[src/rtl/image_stretch_pkg.sv]
// Shared types and constants for the per-channel RGB888 auto contrast stretch.
package image_stretch_pkg;

    localparam int DATA_W   = 8;
    localparam int COEF_W   = 16;
    localparam int DIV_ITER = 16;

    localparam logic [COEF_W-1:0] STRETCH_NUM = 16'd65280;
    localparam logic [COEF_W-1:0] UNITY_GAIN  = 16'd256;

    typedef logic [DATA_W-1:0] pix_t;
    typedef logic [COEF_W-1:0] coef_t;

    typedef enum logic [2:0] {
        IDLE,
        DIV_R,
        DIV_G,
        DIV_B,
        COMMIT
    } state_t;

endpackage

[src/rtl/stretch_serial_div.sv]
// 16/8 restoring divider, one quotient bit per cycle; o_done pulses the cycle after the last bit.
module stretch_serial_div
    import image_stretch_pkg::*;
(
    input  logic        i_clk,
    input  logic        i_rst,
    input  logic        i_start,
    input  coef_t       i_dividend,
    input  pix_t        i_divisor,
    output coef_t       o_quot,
    output logic        o_done
);

    pix_t       r_rem;
    coef_t      r_q;
    pix_t       r_div;
    logic [4:0] r_cnt;
    logic       r_done;

    logic [DATA_W:0] w_shift;
    logic            w_ge;
    pix_t            w_diff;

    // Partial remainder stays below the divisor, so the 8-bit difference never wraps.
    assign w_shift = {r_rem, r_q[COEF_W-1]};
    assign w_ge    = (w_shift >= {1'b0, r_div});
    assign w_diff  = w_shift[DATA_W-1:0] - r_div;

    always_ff @(posedge i_clk or posedge i_rst) begin
        if (i_rst) begin
            r_rem  <= '0;
            r_q    <= '0;
            r_div  <= '0;
            r_cnt  <= '0;
            r_done <= 1'b0;
        end else begin
            r_done <= 1'b0;
            if (i_start) begin
                r_rem <= '0;
                r_q   <= i_dividend;
                r_div <= i_divisor;
                r_cnt <= 5'(DIV_ITER);
            end else if (r_cnt != 5'd0) begin
                r_rem <= w_ge ? w_diff : w_shift[DATA_W-1:0];
                r_q   <= {r_q[COEF_W-2:0], w_ge};
                r_cnt <= r_cnt - 5'd1;
                if (r_cnt == 5'd1) begin
                    r_done <= 1'b1;
                end
            end
        end
    end

    assign o_quot = r_q;
    assign o_done = r_done;

endmodule

[src/rtl/image_auto_stretch.sv]
// Per-channel min/max contrast stretch: frame statistics, blanking-time gain solve, 3-stage remap.
module image_auto_stretch
    import image_stretch_pkg::*;
#(
    parameter int MIN_RANGE = 16
) (
    input  logic        i_clk,
    input  logic        i_rst,
    input  logic        i_en,
    input  logic        i_vs,
    input  logic        i_de,
    input  logic [23:0] i_data,
    output logic        o_vs,
    output logic        o_de,
    output logic [23:0] o_data,
    output logic        o_busy
);

    function automatic pix_t f_range(input pix_t mx, input pix_t mn);
        return mx - mn;
    endfunction

    function automatic logic f_valid(input pix_t mx, input pix_t mn);
        return (mx >= mn) && ((mx - mn) >= pix_t'(MIN_RANGE));
    endfunction

    function automatic pix_t f_sub_floor(input pix_t x, input pix_t off);
        logic signed [DATA_W:0] diff;
        diff = $signed({1'b0, x}) - $signed({1'b0, off});
        return (diff < 0) ? '0 : diff[DATA_W-1:0];
    endfunction

    function automatic pix_t f_sat8(input coef_t v);
        return (|v[COEF_W-1:DATA_W]) ? '1 : v[DATA_W-1:0];
    endfunction

    pix_t [2:0]  w_pix;
    logic        r_vs_d;
    logic        w_edge;

    pix_t [2:0]  r_cur_min, r_cur_max;
    pix_t [2:0]  r_snap_min, r_snap_max;
    pix_t [2:0]  r_job_min, r_job_max;

    state_t      r_state, w_state_next;
    logic [4:0]  r_cnt, w_cnt_next;
    logic        w_div_start;
    pix_t        w_divisor;
    coef_t       w_quot;
    logic        w_div_done;

    pix_t        w_res_min, w_res_max;
    logic        w_res_ok;
    coef_t       w_res_gain;
    pix_t        w_res_off;

    coef_t [2:1] r_pend_gain;
    pix_t  [2:1] r_pend_off;
    coef_t [2:0] r_act_gain;
    pix_t  [2:0] r_act_off;

    logic        r_vs_p0, r_vld_p0, r_en_p0;
    pix_t  [2:0] r_x_p0, r_d_p0;
    coef_t [2:0] r_gain_p0;
    logic        r_vs_p1, r_vld_p1, r_en_p1;
    pix_t  [2:0] r_x_p1;
    coef_t [2:0] r_ps_p1;
    logic        r_vs_p2, r_vld_p2;
    logic [23:0] r_data_p2;

    assign w_pix  = i_data;
    assign w_edge = i_vs & ~r_vs_d;

    always_ff @(posedge i_clk or posedge i_rst) begin
        if (i_rst) begin
            r_vs_d     <= 1'b0;
            r_cur_min  <= {3{8'hFF}};
            r_cur_max  <= '0;
            r_snap_min <= {3{8'hFF}};
            r_snap_max <= '0;
        end else begin
            r_vs_d <= i_vs;
            if (w_edge) begin
                r_snap_min <= r_cur_min;
                r_snap_max <= r_cur_max;
                r_cur_min  <= {3{8'hFF}};
                r_cur_max  <= '0;
            end else if (i_de) begin
                for (int c = 0; c < 3; c++) begin
                    if (w_pix[c] < r_cur_min[c]) r_cur_min[c] <= w_pix[c];
                    if (w_pix[c] > r_cur_max[c]) r_cur_max[c] <= w_pix[c];
                end
            end
        end
    end

    always_ff @(posedge i_clk or posedge i_rst) begin
        if (i_rst) begin
            r_state <= IDLE;
            r_cnt   <= '0;
        end else begin
            r_state <= w_state_next;
            r_cnt   <= w_cnt_next;
        end
    end

    // Each DIV state: count 0 loads the divider, counts 1..16 are its iterations.
    always_comb begin
        w_state_next = r_state;
        w_cnt_next   = r_cnt;
        w_div_start  = 1'b0;
        case (r_state)
            IDLE: begin
                if (w_edge) begin
                    w_state_next = DIV_R;
                    w_cnt_next   = '0;
                end
            end
            DIV_R, DIV_G, DIV_B: begin
                w_div_start = (r_cnt == 5'd0);
                if (r_cnt == 5'(DIV_ITER)) begin
                    w_cnt_next = '0;
                    if (r_state == DIV_R)      w_state_next = DIV_G;
                    else if (r_state == DIV_G) w_state_next = DIV_B;
                    else                       w_state_next = COMMIT;
                end else begin
                    w_cnt_next = r_cnt + 5'd1;
                end
            end
            COMMIT:  w_state_next = IDLE;
            default: w_state_next = IDLE;
        endcase
    end

    // Red loads straight from the snapshot, before the job copy exists.
    always_comb begin
        w_divisor = f_range(r_snap_max[2], r_snap_min[2]);
        case (r_state)
            DIV_G:   w_divisor = f_range(r_job_max[1], r_job_min[1]);
            DIV_B:   w_divisor = f_range(r_job_max[0], r_job_min[0]);
            default: ;
        endcase
    end

    stretch_serial_div u_div (
        .i_clk      (i_clk),
        .i_rst      (i_rst),
        .i_start    (w_div_start),
        .i_dividend (STRETCH_NUM),
        .i_divisor  (w_divisor),
        .o_quot     (w_quot),
        .o_done     (w_div_done)
    );

    // A quotient lands in the cycle after its DIV state, so the finished channel lags by one.
    always_comb begin
        w_res_max = r_job_max[0];
        w_res_min = r_job_min[0];
        case (r_state)
            DIV_G: begin
                w_res_max = r_job_max[2];
                w_res_min = r_job_min[2];
            end
            DIV_B: begin
                w_res_max = r_job_max[1];
                w_res_min = r_job_min[1];
            end
            default: ;
        endcase
        w_res_ok   = f_valid(w_res_max, w_res_min);
        w_res_gain = w_res_ok ? w_quot : UNITY_GAIN;
        w_res_off  = w_res_ok ? w_res_min : '0;
    end

    always_ff @(posedge i_clk or posedge i_rst) begin
        if (i_rst) begin
            r_job_min   <= '0;
            r_job_max   <= '0;
            r_pend_gain <= {2{UNITY_GAIN}};
            r_pend_off  <= '0;
            r_act_gain  <= {3{UNITY_GAIN}};
            r_act_off   <= '0;
        end else begin
            if (r_state == DIV_R && r_cnt == 5'd0) begin
                r_job_min <= r_snap_min;
                r_job_max <= r_snap_max;
            end
            if (w_div_done && r_state == DIV_G) begin
                r_pend_gain[2] <= w_res_gain;
                r_pend_off[2]  <= w_res_off;
            end
            if (w_div_done && r_state == DIV_B) begin
                r_pend_gain[1] <= w_res_gain;
                r_pend_off[1]  <= w_res_off;
            end
            if (r_state == COMMIT) begin
                r_act_gain <= {r_pend_gain[2], r_pend_gain[1], w_res_gain};
                r_act_off  <= {r_pend_off[2], r_pend_off[1], w_res_off};
            end
        end
    end

    always_ff @(posedge i_clk or posedge i_rst) begin
        if (i_rst) begin
            r_vs_p0   <= 1'b0;
            r_vld_p0  <= 1'b0;
            r_en_p0   <= 1'b0;
            r_x_p0    <= '0;
            r_d_p0    <= '0;
            r_gain_p0 <= '0;
            r_vs_p1   <= 1'b0;
            r_vld_p1  <= 1'b0;
            r_en_p1   <= 1'b0;
            r_x_p1    <= '0;
            r_ps_p1   <= '0;
            r_vs_p2   <= 1'b0;
            r_vld_p2  <= 1'b0;
            r_data_p2 <= '0;
        end else begin
            // S1: offset removal; gain travels with the pixel so a COMMIT cannot split a pixel
            r_vs_p0   <= i_vs;
            r_vld_p0  <= i_de;
            r_en_p0   <= i_en;
            r_x_p0    <= w_pix;
            r_gain_p0 <= r_act_gain;
            for (int c = 0; c < 3; c++) begin
                r_d_p0[c] <= f_sub_floor(w_pix[c], r_act_off[c]);
            end
            // S2: gain multiply, keeping only the integer part of the 8.8 product
            r_vs_p1  <= r_vs_p0;
            r_vld_p1 <= r_vld_p0;
            r_en_p1  <= r_en_p0;
            r_x_p1   <= r_x_p0;
            for (int c = 0; c < 3; c++) begin
                r_ps_p1[c] <= coef_t'((24'(r_d_p0[c]) * 24'(r_gain_p0[c])) >> DATA_W);
            end
            // S3: saturate and select stretched or raw pixel
            r_vs_p2  <= r_vs_p1;
            r_vld_p2 <= r_vld_p1;
            r_data_p2 <= (r_en_p1 && r_vld_p1)
                       ? {f_sat8(r_ps_p1[2]), f_sat8(r_ps_p1[1]), f_sat8(r_ps_p1[0])}
                       : r_x_p1;
        end
    end

    assign o_vs   = r_vs_p2;
    assign o_de   = r_vld_p2;
    assign o_data = r_data_p2;
    assign o_busy = (r_state != IDLE);

endmodule

[config.mk]
export PLATFORM = sky130hd
export DESIGN_NAME = image_auto_stretch
export DESIGN_NICKNAME = d
export VERILOG_FILES = /design/src/rtl/image_stretch_pkg.sv /design/src/rtl/stretch_serial_div.sv /design/src/rtl/image_auto_stretch.sv
export SDC_FILE = /design/constraint.sdc
export NUM_CORES = 2
export LEC_CHECK = 0
export CORE_UTILIZATION = 25
export CTS_CLUSTER_SIZE = 25
export DETAILED_ROUTE_END_ITERATION = 8
export PLACE_DENSITY = 0.44
export SLEW_MARGIN = 10
export SYNTH_ARGS = -nofsm -noshare
export SYNTH_HDL_FRONTEND = slang
export SYNTH_HIERARCHICAL = 1
export SYNTH_SLANG_ARGS = --single-unit
[constraint.sdc]
create_clock -name i_clk -period 19.3 [get_ports i_clk]
set_clock_uncertainty 0.05 [all_clocks]
set_input_delay 3.86 -clock i_clk [delete_from_list [all_inputs] [get_ports i_clk]]
set_output_delay 3.86 -clock i_clk [all_outputs]
set_load 0.02 [all_outputs]
; Word level (Yosys, flattened, before mapping)
; Cells that the tools add are included.
[totals]
ff_bits = 510
output_inout_bits = 27
wordCells = 165
[op_classes]
n_addsub = 10
n_mul = 3
order_cmp = 12
eq_ne = 8
muxes = 41
n_bitwise = 2
reduce_logical = 30
[op_table]
columns = cell, count
row1 = 8-bit two-way mux, 16
row2 = 24-bit two-way mux, 5
row3 = 8-bit by 16-bit multiplier with 24-bit output, 3
row4 = 16-bit two-way mux, 3
row5 = 8-bit one-hot mux with 2 select lines, 3
row6 = 8-bit subtractor, 5
row7 = "9-bit by 1-bit < comparator with 1-bit output, second input constant", 3
row8 = 8-bit by 8-bit subtractor with 9-bit output, 3
row9 = 8-bit greater-than comparator, 3
row10 = 8-bit < comparator, 3
row11 = 8-bit OR reduction, 3
row12 = 5-bit two-way mux, 4
row13 = 2-bit nonzero test, 9
row14 = 2-bit AND reduction, 8
row15 = 3-bit two-way mux, 4
row16 = 5-bit one-hot mux with 2 select lines, 1
row17 = 9-bit by 8-bit greater-or-equal comparator with 1-bit output, 1
row18 = "8-bit by 5-bit greater-or-equal comparator with 1-bit output, second input constant", 1
row19 = 8-bit greater-or-equal comparator, 1
row20 = "3-bit by 2-bit equality test with 1-bit output, second input constant", 2
row21 = 3-bit one-hot mux with 2 select lines, 1
row22 = "5-bit by 1-bit adder with 5-bit output, second input constant", 1
row23 = "5-bit by 1-bit equality test with 1-bit output, second input constant", 1
row24 = "5-bit equality test, second input constant", 1
row25 = 13 further kinds, 21

; Longest topological paths before layout
[logic_depth]
word_depth = 6
depth_mapped = 19
depth_no_buf = 18

; Cells and area by module
; Netlist, hierarchy kept.
[modules_own_cells]
columns = mod, instances, cells_each, area_per_inst_um2
row1 = image_auto_stretch, 1, 3055, 30955.9
row2 = stretch_serial_div, 1, 217, 2108.3

; Worst setup path after synthesis
; Ideal clock, no wire load.
[synth_timing]
path_type = input-to-reg
start = in i_data[0]
end = reg r_d_p0[3] in the netlist's numbering
setup_time_ns = 0.137
arrival_ns = 5.709
required_ns = 19.113
slack_ns = 13.403
path_stages = 12
cell_sequence = inv_1 > ha_1 > inv_1 > fa_1 > a21o_1 > a21oi_1 > o21ai_0 > a21oi_1 > nor2b_1 > o21a_1 > nor2_1 > nor3_1
[synth_between]
elab_chain_len = 3
[synth_lines]
columns = item, line_no
row1 = from (decl), image_auto_stretch.sv:12  ; input logic [23:0] i_data,
row2 = 8-bit by 8-bit subtractor with 9-bit output *, image_auto_stretch.sv:29  ; diff = $signed({1'b0, x}) - $signed({1'b0, off});
row3 = 9-bit by 1-bit < comparator with 1-bit output, image_auto_stretch.sv:30  ; return (diff < 0) ? '0 : diff[DATA_W-1:0];
row4 = 8-bit two-way mux *, image_auto_stretch.sv:30
row5 = "to (signal, indexed assignment)", image_auto_stretch.sv:227  ; r_d_p0[c] <= f_sub_floor(w_pix[c], r_act_off[c]);
row6 = to (decl), image_auto_stretch.sv:63  ; pix_t [2:0] r_x_p0, r_d_p0;
; Mark *: on every way between the ends. The rest lies on a longest branch, timed or not.
; A chain may end at the register's enable or synchronous reset.

; Final worst setup path
[layout_timing]
start = in i_data[8]
end = reg r_d_p0[13] in the netlist's numbering
; Same word-level chain as after synthesis.

==> impl_metrics.py <==
metrics = {
    "finish": {
        "drive_above_1_share_pct": 7.66,
        "stdcell_count": 5124,
        "syn2layout_area_growth_pct": 14.1,
        "fin_nets": 3835,
        "fill_cells": 13800,
    },
    "timing": {
        "finalCriticalPeriod_ns": 6.17,
        "period_share_pct": 32.0,
        "hold_slack_ns": 0.285,
        "tightest_slew_ns": 0.950,
        "fmax_mhz": 162,
        "setup_violations": 0,
        "hold_viol_final": 0,
        "slew_headroom_pct": 36.5,
        "rsz0062_at_grt": "no",
        "fin_tns_setup_ns": 0,
        "drv_slew": 0,
        "setup_slack_ns": 13.13,
    },
    "yosys": {
        "syn_inst": 3272,
        "ys_seq_elements": 510,
        "synth_commonest_cells": "dfrtp_1, inv_1, nand2_1",
        "seq_area_frac_synth_pct": 38.8,
        "yosys_warnings": 6,
        "syn_area_um2": 33100,
        "synthArstFlopShare_pct": 100,
        "synth_top_area_cell": "dfrtp_1",
        "synth_edf_count": 0,
        "avgSynthCellArea_um2": 10.1,
        "synth_top_area_share_pct": 34.6,
        "yosysMostFrequentCell": "dfrtp_1",
        "synth_ff_type": "dfrtp_1",
        "ys_top_cells_by_area": "dfrtp_1, fa_1, ha_1, and2_1, inv_1",
        "synth_cell_types": 83,
    },
    "detailed_routing": {
        "vias": 22000,
        "wl_per_cell_um": 15.9,
        "drt_pass1_iterations": 5,
        "viasPerCell": 4.30,
        "drt-total-wl_um": 81600,
        "drtIter0Drc": 1034,
        "ant_nets": 0,
        "route.detailed.drc": 0,
    },
    "placement": {
        "finalWeightedCongestion": 0.781,
        "dp_hpwl_um": 59500,
        "dp.cells": 5008,
        "port_buffers": 55,
        "dp_slack_ns": 12.47,
    },
    "power_and_ir_drop": {
        "switching_share_pct": 39.0,
        "powerDensity_nw_per_um2": 119,
        "p_leak_uw": 0.0185,
        "p_int_uw": 2750,
        "p_comb_share_pct": 37.4,
        "p_switching_uw": 1750,
        "power_frac_clock_pct": 26.7,
        "ir_drop_mv": 0.0783,
        "power_frac_seq_pct": 35.9,
    },
    "critical_path": {
        "setup.worst_path.start": "i_data[8]",
        "reg2regPathDepth": 17,
        "path_max_fanout": 7,
        "slowest_stage": "clkdlybuf4s50_1",
        "criticalPathCategory": "input port to register",
        "r2r_start": "r_d_p0[2]$_DFF_PP0_",
        "cp_data_arrival_time_ns": 6.64,
        "start_kind": "input port",
        "crit_end": "r_d_p0[13]$_DFF_PP0_",
        "critPathCaptureType": "register",
        "cp_top_family": "compound AO/OA/AOI/OAI gates",
        "r2r_end": "r_ps_p1[15]$_DFF_PP0_",
        "r2r_setup_slack_ns": 13.74,
        "critPathBufInv": 3,
        "cp.required_ns": 19.77,
        "path_cells": "clkdlybuf4s50_1, inv_1, ha_1, inv_1, fa_1, a21o_1, a21oi_1, o21ai_0, a21oi_1, nor2b_1, o21a_1, nor2_1, nor3_1",
        "crit_path_max_incr_delay_ns": 0.55,
        "cp.depth": 13,
    },
    "floorplan": {
        "initial_core_util_pct": 25.2,
        "fp.dieH_um": 366,
        "io_pins": 56,
        "die_w_um": 366,
        "design.core.area_um2": 131000,
        "fp-row-count": 133,
        "die_area_um2": 134000,
    },
    "clocking": {
        "cts-root-buf": "clkbuf_16",
        "clkLatencyLatePin_ns": 0.66,
        "cts.clk_slew.worst_paths_ns": 0.07,
        "cts_tree": "built",
        "ctsResizeCount": 0,
        "ctsHoldBuffers": 0,
        "cts.sinks": 510,
        "clock_path_buffers": 3,
        "cts_max_level": 2,
        "post_cts_buffers": 0,
        "cts_buffers": 61,
    },
    "global_routing": {
        "grt_pass1_wl_um": 133000,
        "grt_max_degree": 118,
        "grt_antenna_before_repair": 2,
        "grt_pass1_vias": 22800,
        "grt_usage_pct": 12.6,
        "overflow": 0,
    },
    "flow_run": {
        "max_cap_viol_count": 0,
    },
    "status": {
        "status": "finished, final reports clean",
    },
    "worst_hold_path": {
        "hold_class": "register to register",
    },
}
## logic make-up after synthesis
| group | Yosys count | synth area share (%) |
|---|---|---|
| flip-flops | 510 | 38.8 |
| adder cells (fa/ha/maj) | 490 | 24.4 |
| AND/OR/NAND/NOR | 1065 | 15.9 |
| buffers and inverters | 535 | 6.25 |
| other | 2 | 0.0227 |
| XOR/XNOR | 78 | 2.07 |
| AO/OA/AOI/OAI | 486 | 9.24 |
| multiplexers | 106 | 3.39 |
## stage by stage
stage	total power (µW)	util (%)	cell area [µm²]
floorplan	2840	-	33100
global placement	3340	27.1	35600
detailed placement	3350	27.1	35600
CTS	4590	28.7	37700
global route	4880	28.7	37700
finish	4500	28.7	37700
## routing by layer
metal / track usage [%] / share of wire, %
met5: 0 / 0
met4: 3.22 / 2.2
met3: 1.79 / 2.9
met2: 19.5 / 45
met1: 18.3 / 50
## power by group through the flow
| stage | sequential [µW] | clock (µW) | combinational, µW |
|---|---|---|---|
| floorplan | 1490 | 0 | 1340 |
| global placement | 1640 | 0 | 1700 |
| detailed placement | 1640 | 0 | 1710 |
| CTS | 1620 | 1250 | 1720 |
| global route | 1660 | 1290 | 1930 |
| finish | 1620 | 1200 | 1680 |
## placed cells by master (no fill, tap or decap), drive strengths merged, types with 79 or more instances in the layout
master  count
a21oi      79
and2      295
clkbuf     83
dfrtp     457
fa        256
ha        234
inv       427
nand2     402
nand3     115
nor2      116
o21ai     213
## sequential cells by signal, indices dropped and copies added, names as in the netlist, 3 cells and up
name,flops
r_ps_p1,48
r_cnt,5
r_act_gain,48
r_d_p0,24
r_cur_min,24
o_data,24
r_gain_p0,48
r_cur_max,24
r_job_max,24
r_pend_off,16
r_job_min,24
r_snap_max,24
u_div/r_div,8
r_state,3
u_div/r_cnt,5
r_pend_gain,32
r_snap_min,24
r_act_off,24
u_div/o_quot,16
u_div/r_rem,8
r_x_p0,24
r_x_p1,24
## cell type report
type                            instances  area, µm²  share of cell area (%)
Multi-Input combinational cell       2241      18300                    48.4
Antenna cell                            1       2.50                 0.00663
Clock buffer                           83       1730                    4.58
Sequential cell                       510      12800                    34.0
Tap cell                             1755       2200                    5.82
Clock inverter                         32        379                    1.01
Inverter                              424       1600                    4.24
Timing Repair Buffer                   78        723                    1.92
## worst min path at each step
stage,cells past startpoint,slack (ns),start,endpoint
after global routing,0,0.29,r_vld_p0$_DFF_PP0_,r_vld_p1$_DFF_PP0_
after global placement,0,0.28,r_x_p0[15]$_DFF_PP0_,r_x_p1[15]$_DFF_PP0_
after CTS,0,0.29,r_x_p0[23]$_DFF_PP0_,r_x_p1[23]$_DFF_PP0_
after floorplan,0,0.28,r_vs_p1$_DFF_PP0_,o_vs$_DFF_PP0_
after detailed placement,0,0.29,r_x_p0[21]$_DFF_PP0_,r_x_p1[21]$_DFF_PP0_
final,0,0.28,r_x_p0[23]$_DFF_PP0_,r_x_p1[23]$_DFF_PP0_
Note: power is estimated with default switching activity, not from simulation.
